--- config.mk ---
export PLATFORM = sky130hd
export DESIGN_NAME = jtag_dmi_ctrl
export DESIGN_NICKNAME = d
export VERILOG_FILES = /design/src/rtl/jtag_dmi_ctrl.sv
export SDC_FILE = /design/constraint.sdc
export NUM_CORES = 1
export LEC_CHECK = 0
export CELL_PAD_IN_SITES_DETAIL_PLACEMENT = 1
export CELL_PAD_IN_SITES_GLOBAL_PLACEMENT = 2
export CORE_MARGIN = 3
export CORE_UTILIZATION = 29
export DETAILED_ROUTE_END_ITERATION = 12
export PLACE_DENSITY = 0.88
export SYNTH_ARGS = -nofsm -noshare
export SYNTH_HDL_FRONTEND = slang
export SYNTH_SLANG_ARGS = --single-unit
export TNS_END_PERCENT = 1
--- constraint.sdc ---
create_clock -name TCK -period 5.45 [get_ports TCK]
set_input_delay 1.09 -clock TCK [delete_from_list [all_inputs] [get_ports TCK]]
set_output_delay 1.09 -clock TCK [all_outputs]
set_load 0.02 [all_outputs]
--- src/rtl/jtag_dmi_ctrl.sv ---
// DMI access controller for the JTAG DTM (TCK domain): turns an UPDATE_DR scan
// into one debug-module bus request and keeps the sticky dmistat.
module jtag_dmi_ctrl #(
  parameter int unsigned ABITS     = 6,
  parameter int unsigned DATA_W    = 32,
  parameter int unsigned TIMEOUT   = 255,
  parameter logic [2:0]  IDLE_HINT = 3'd1
) (
  input  logic                      TCK,
  input  logic                      rst_n,
  input  logic                      dmi_update,
  input  logic                      dmi_capture,
  input  logic [ABITS+DATA_W+1:0]   dmi_wr,
  input  logic                      dmireset,
  input  logic                      dmihardreset,
  output logic [ABITS+DATA_W+1:0]   dmi_rd,
  output logic [1:0]                dmistat,
  output logic [2:0]                dtmcs_idle,
  output logic                      dm_req_valid,
  input  logic                      dm_req_ready,
  output logic [ABITS-1:0]          dm_req_addr,
  output logic [DATA_W-1:0]         dm_req_data,
  output logic [1:0]                dm_req_op,
  input  logic                      dm_resp_valid,
  input  logic [DATA_W-1:0]         dm_resp_data,
  input  logic                      dm_resp_err
);

  localparam int unsigned DMI_W = ABITS + DATA_W + 2;
  localparam int unsigned CNT_W = 16;

  localparam logic [1:0] S_IDLE = 2'd0;
  localparam logic [1:0] S_REQ  = 2'd1;
  localparam logic [1:0] S_WAIT = 2'd2;

  localparam logic [1:0] OP_READ  = 2'd1;
  localparam logic [1:0] OP_WRITE = 2'd2;
  localparam logic [1:0] ST_FAIL  = 2'd2;
  localparam logic [1:0] ST_BUSY  = 2'd3;

  logic [1:0]        state, state_d;
  logic [CNT_W-1:0]  cnt, cnt_d, cnt_inc;
  logic [1:0]        sticky, sticky_d;
  logic [ABITS-1:0]  addr_q, addr_d;
  logic [DATA_W-1:0] rdata_q, rdata_d;
  logic [DATA_W-1:0] req_data_q, req_data_d;
  logic [1:0]        req_op_q, req_op_d;
  logic              valid_d;
  logic              timed_out, err_set, busy_set;

  logic [ABITS-1:0]  wr_addr;
  logic [DATA_W-1:0] wr_data;
  logic [1:0]        wr_op;

  assign wr_op   = dmi_wr[1:0];
  assign wr_data = dmi_wr[DATA_W+1:2];
  assign wr_addr = dmi_wr[DMI_W-1:DATA_W+2];

  // State and datapath registers
  always_ff @(posedge TCK or negedge rst_n) begin
    if (!rst_n) begin
      state        <= S_IDLE;
      cnt          <= '0;
      sticky       <= '0;
      addr_q       <= '0;
      rdata_q      <= '0;
      req_data_q   <= '0;
      req_op_q     <= '0;
      dm_req_valid <= 1'b0;
    end else begin
      state        <= state_d;
      cnt          <= cnt_d;
      sticky       <= sticky_d;
      addr_q       <= addr_d;
      rdata_q      <= rdata_d;
      req_data_q   <= req_data_d;
      req_op_q     <= req_op_d;
      dm_req_valid <= valid_d;
    end
  end

  // Next-state, status and latch logic; hard reset overrides everything last
  always_comb begin
    state_d    = state;
    cnt_d      = cnt;
    sticky_d   = sticky;
    addr_d     = addr_q;
    rdata_d    = rdata_q;
    req_data_d = req_data_q;
    req_op_d   = req_op_q;
    err_set    = 1'b0;
    cnt_inc    = cnt + CNT_W'(1);
    timed_out  = (cnt_inc >= CNT_W'(TIMEOUT));
    busy_set   = (state != S_IDLE) && (dmi_update || dmi_capture);

    case (state)
      S_IDLE: begin
        if (dmi_update && (sticky == 2'd0) && ((wr_op == OP_READ) || (wr_op == OP_WRITE))) begin
          addr_d     = wr_addr;
          req_data_d = wr_data;
          req_op_d   = wr_op;
          cnt_d      = '0;
          state_d    = S_REQ;
        end
      end
      S_REQ: begin
        cnt_d = cnt_inc;
        if (dm_req_valid && dm_req_ready) begin
          state_d = S_WAIT;
        end else if (timed_out) begin
          state_d = S_IDLE;
          cnt_d   = '0;
          err_set = 1'b1;
        end
      end
      S_WAIT: begin
        cnt_d = cnt_inc;
        if (dm_resp_valid) begin
          if (req_op_q == OP_READ) rdata_d = dm_resp_data;
          err_set = dm_resp_err;
          state_d = S_IDLE;
          cnt_d   = '0;
        end else if (timed_out) begin
          state_d = S_IDLE;
          cnt_d   = '0;
          err_set = 1'b1;
        end
      end
      default: state_d = S_IDLE;
    endcase

    if (sticky == 2'd0) begin
      if (err_set)       sticky_d = ST_FAIL;
      else if (busy_set) sticky_d = ST_BUSY;
    end
    if (dmireset) sticky_d = 2'd0;

    if (dmihardreset) begin
      state_d    = S_IDLE;
      cnt_d      = '0;
      sticky_d   = 2'd0;
      addr_d     = addr_q;
      rdata_d    = rdata_q;
      req_data_d = req_data_q;
      req_op_d   = req_op_q;
    end

    valid_d = (state_d == S_REQ);
  end

  assign dmi_rd      = {addr_q, rdata_q, (state != S_IDLE) ? ST_BUSY : sticky};
  assign dmistat     = sticky;
  assign dtmcs_idle  = IDLE_HINT;
  assign dm_req_addr = addr_q;
  assign dm_req_data = req_data_q;
  assign dm_req_op   = req_op_q;

endmodule
## Word level (Yosys, flattened, before mapping)

Index checks and enable logic that the tools add are counted.

- Bits in registers: 93
- Input port bits: 81
- Output and inout bits: 86
- Logic and storage cells: 56

- $add $sub $neg: 1
- Magnitude comparators: 1
- Equality and inequality tests: 7
- Mux-type cells: 22
- Bitwise operators: 1
- Reduce and logical (&&, ||, !) cells: 16

Operators with widths:

| cell | number |
|---|---|
| 2-to-1 mux 16 bit | 5 |
| one-hot mux 16 bit (3 select lines) | 1 |
| 2-to-1 mux 2 bit | 11 |
| adder 16 x 1 -> 16 bit (second input constant) | 1 |
| greater-or-equal comparator 16 x 8 -> 1 bit (second input constant) | 1 |
| == test 2 x 1 -> 1 bit (second input constant) | 4 |
| nonzero test 4 bit | 2 |
| one-hot mux 2 bit (3 select lines) | 1 |
| == test 2 bit (second input constant) | 2 |
| logical AND 1 bit | 4 |
| logical NOT 2 bit | 2 |
| AND reduction 2 bit | 2 |
| AND reduction 4 bit | 1 |
| 2-to-1 mux 1 bit | 3 |
| inequality test 3 bit (second input constant) | 1 |
| AND reduction 3 bit | 1 |
| nonzero test 3 bit | 1 |
| logical OR 1 bit | 2 |
| one-hot mux 1 bit (2 select lines) | 1 |
| nonzero test 2 bit | 1 |
| inverter 1 bit | 1 |

## Depth between registers and ports, before layout

- Word-level depth: 9
- Mapped depth: 11
- Gate-level depth less buffers: 8

## Least setup slack after synthesis

OpenSTA, ideal clock, no wires.

- Path type: flip-flop to flip-flop
- Start: register cnt[1]
- End: register cnt[9]
- Library setup time: 90 ps
- Arrival: 2,582 ps
- Required time: 5,360 ps
- Path slack: 2,778 ps
- Cell stages (with the launch flop): 11
- Buffers on the path: 2
- Clock period less this slack: 2,672 ps
- Path through: dfrtp_1 > ha_1 > nand4_2 > nor4_1 > xnor2_1 > o21ai_0 > or4b_1 > buf_2 > o21a_1 > buf_6 > o31ai_4

- Word-level cells in the longest chain between the ends: 6
- Elaborated cells on any way between the ends: 7
- Those cells by class: add/sub: 1; order compare: 1; mux: 5

RTL lines:

| item | RTL line | RTL |
|---|---|---|
| start, declared | 42 | `logic [CNT_W-1:0] cnt, cnt_d, cnt_inc;` |
| start signal, assigned | 72 | `cnt <= cnt_d;` |
| adder 16 x 1 -> 16 bit * | 92 | `cnt_inc = cnt + CNT_W'(1);` |
| greater-or-equal comparator 16 x 8 -> 1 bit | 93 | `timed_out = (cnt_inc >= CNT_W'(TIMEOUT));` |
| 2-to-1 mux 16 bit | 110, 123 |  |
| 2-to-1 mux 16 bit, on equally long branches | 118, 108 |  |
| one-hot mux 16 bit (3 select lines) * | 96 | `case (state)` |
| 2-to-1 mux 16 bit * | 138 | `if (dmihardreset) begin` |

Mark *: on every way between the ends. The rest lies on a longest branch, timed or not.
A chain may end at the register's enable or synchronous reset.

## Worst setup path after layout

- Start: register cnt[1]
- End: register cnt[10]

Same word-level chain as after synthesis.

==> impl_metrics.json <==
{
  "status": "finished clean",
  "endpoint_kind": "register",
  "startpoint": "cnt[1]$_DFFE_PN0P_",
  "cts.path.max_buffers": 2,
  "drt_wl_total_um": 12950,
  "path_clk_slew_ns": 0.07,
  "grt_pass1_wl_um": 20740,
  "cts_tree": "done",
  "gr-max-usage-layer": "met2",
  "power_density_nw_per_um2": 339.3,
  "grt.total_usage_pct": 15.90,
  "netlist_instances": 368,
  "post_cts_resize_count": 0,
  "firstDrtPassIters": 4,
  "drive_gt1_share_pct": 19.81,
  "finalClockSkew_ns": 0.007927,
  "antennaDiodeCount": 0,
  "crit_type": "register to register",
  "start_util_pct": 29.96,
  "max_freq_ghz": 0.3035,
  "clkLatencyLatePin_ns": 0.34,
  "dp_hpwl_um": 9877,
  "hold_viol": 0,
  "max_cap_violations": 0,
  "port_buffers": 163,
  "clkSinkCount": 93,
  "rsz0062_at_grt": "no",
  "cp-start-kind": "register",
  "hold_start": "rdata_q[0]$_DFFE_PN0P_",
  "synth-seq-area-share_pct": 53.04,
  "synth.distinct_cells": 49,
  "synth_ff_type": "dfrtp_1",
  "arrival_ns": 3.54,
  "die_h_um": 129.0,
  "hold_path.class": "register to register",
  "max_slew.worst_pin.slew_ns": 1.076,
  "drtIter0Drc": 54,
  "vias": 3438,
  "instances_no_fill": 704,
  "syn_area_per_cell_um2": 11.92,
  "critical_path.max_fanout": 11,
  "syn_to_final_growth_pct": 46.71,
  "grt_pass1_vias": 3852,
  "pre_cts_slack_ns": 1.917,
  "r2r-start": "cnt[1]$_DFFE_PN0P_",
  "syn_area_um2": 4388,
  "hold_buffers": 0,
  "gp_congestion": 0.7770,
  "grt_max_degree": 48,
  "ios": 167,
  "grt.met2_usage_pct": 25.43,
  "avgViaCountPerCell": 4.884,
  "slew_headroom_pct": 27.87,
  "synth_edf_count": 0,
  "rows": 44,
  "yosysWarnings": 0,
  "cts_root_buf": "clkbuf_16",
  "worstPathRequired_ns": 5.70,
  "setup_viol": 0,
  "antenna_found_initial": 0,
  "dieArea_um2": 16640,
  "ir_drop_uv": 176.4,
  "final_antenna_net_count": 0,
  "grt.overflow.total": 0,
  "setup_tns_ns": 0,
  "finalCritPeriodShare_pct": 60.46,
  "drc": 0,
  "fin_crit_ns": 3.295,
  "synth_seq_cells": 93,
  "grt_use_met3_pct": 8.800,
  "drv_slew": 0,
  "coreArea_um2": 14640,
  "routedWlPerCell_um": 18.39,
  "cts-buffers-inserted": 9,
  "timing.final.ws_setup_ns": 2.155,
  "die_w_um": 129.0,
  "postCtsSetupRepairBufs": 0,
  "leakagePower_nw": 2.662,
  "final_nets": 602,
  "synthArstFlopShare_pct": 100.0,
  "ctsHtreeMaxLevel": 3,
  "met1_usage_pct": 18.46,
  "dp.cells": 688
}
-- cells in the mapped netlist, types with 2 or more instances --
library cell | n | share of area, %
dfrtp_1 | 93 | 53
conb_1 | 2 | 0.17
nand2_1 | 25 | 2.1
buf_4 | 10 | 1.7
clkbuf_1 | 12 | 1.0
nor2b_1 | 4 | 0.57
nor2_1 | 11 | 0.94
or3_1 | 4 | 0.57
or2_2 | 3 | 0.43
buf_2 | 8 | 0.91
a21o_1 | 4 | 0.68
nand4_1 | 9 | 1.3
nor3_1 | 9 | 1.0
o21bai_1 | 3 | 0.51
xor2_1 | 2 | 0.40
o31ai_4 | 2 | 0.97
o211ai_2 | 2 | 0.57
o21ai_1 | 4 | 0.46
o21a_1 | 3 | 0.51
mux2_2 | 71 | 18
a21oi_1 | 7 | 0.80
xnor2_1 | 5 | 1.0
nand3_1 | 11 | 1.3
mux2i_1 | 2 | 0.46
o21ai_0 | 7 | 0.80
ha_1 | 6 | 1.7
inv_1 | 8 | 0.68
nand2b_1 | 8 | 1.1
a221oi_1 | 3 | 0.60
o31ai_1 | 3 | 0.51
a31oi_1 | 2 | 0.29
and3_1 | 4 | 0.57
nor4_1 | 5 | 0.71
-- critical path, stage by stage (launching register included) --
cell,delay [ns]
dfrtp_1,0.43
ha_1,0.33
nand4_2,0.20
nor4_1,0.36
xnor2_1,0.26
o21ai_0,0.20
or4b_1,0.66
o21a_1,0.46
o31ai_1,0.31
-- sequential cells by signal, indices dropped and copies added, names as in the netlist --
register      count
cnt              16
dm_req_addr       6
dm_req_data      32
dm_req_op         2
dm_req_valid      1
dmistat           2
rdata_q          32
state             2
-- cell families (layout without fill, tap and decap cells) --
logic type / Yosys count / count (layout) / synth area share, %
compound gates: 50 / 50 / 8.725
xor+xnor: 7 / 7 / 1.397
fa+ha+maj: 6 / 6 / 1.711
buf+inv: 39 / 190 / 4.591
flops: 93 / 93 / 53.04
mux: 73 / 73 / 18.68
other cells: 2 / 3 / 0.1712
simple gates: 98 / 98 / 11.69
-- final timing paths --
kind | end | slack [ns] | cells past startpoint
worst min-delay path | rdata_q[0]$_DFFE_PN0P_ | 0.50 | 1
worst max-delay path | cnt[10]$_DFFE_PN0P_ | 2.15 | 8
min in group asynchronous | dmistat[1]$_DFFE_PN0P_ | 0.76 | 1
worst max register to register | cnt[10]$_DFFE_PN0P_ | 2.15 | 8
worst min register to register | rdata_q[0]$_DFFE_PN0P_ | 0.50 | 1
max in group asynchronous | rdata_q[19]$_DFFE_PN0P_ | 3.64 | 2
-- cell usage in the layout (no fill, tap or decap), types with 3 or more instances in the layout --
cell type          n
o21ai_0            7
o21a_1             3
clkdlybuf4s50_1  162
nand2_1           25
ha_1               6
nor4_1             5
o31ai_1            3
xnor2_1            5
o21ai_1            4
nand4_1            9
and3_1             4
or2_2              3
a221oi_1           3
dfrtp_1           93
or3_1              4
nand3_1           11
nand2b_1           8
mux2_2            71
buf_4              4
inv_1              8
a21oi_1            7
nor2_1            10
a21o_1             4
nor2b_1            4
nor3_1             7
conb_1             3
clkbuf_16          9
o21bai_1           3
-- metrics by stage --
step | cell area, um2 | hold slack (ns) | total power, mW | util [%]
floorplan | 4392 | 0.4982 | 1.165 | -
global placement | 6115 | 0.4890 | 1.502 | 41.75
detailed placement | 6115 | 0.4952 | 1.518 | 41.75
CTS | 6437 | 0.5105 | 2.221 | 43.96
global route | 6437 | 0.5293 | 2.288 | 43.96
finish | 6437 | 0.5047 | 2.184 | 43.96
-- report_power, final --
group          internal [mW]  switching, mW
Combinational          0.335          0.304
Clock                  0.405          0.280
Sequential             0.796         0.0641
-- final cells by class --
class | count | area (um2)
repair buffers | 166 | 1652
flip-flops and latches | 93 | 2327
inverters | 8 | 30.03
clock buffers | 9 | 225.2
well taps | 184 | 230.2
fillers | 1585 | 8207
multi-input cells | 237 | 1876
clock inverters | 7 | 97.59
-- layer usage --
| layer | wire [um] | share of wire [%] |
|---|---|---|
| met1 | 5008 | 39 |
| met5 | 0 | 0 |
| met3 | 1464 | 11 |
| met2 | 6324 | 49 |
| met4 | 147 | 1.1 |
Power figures use the tool's default switching activity.
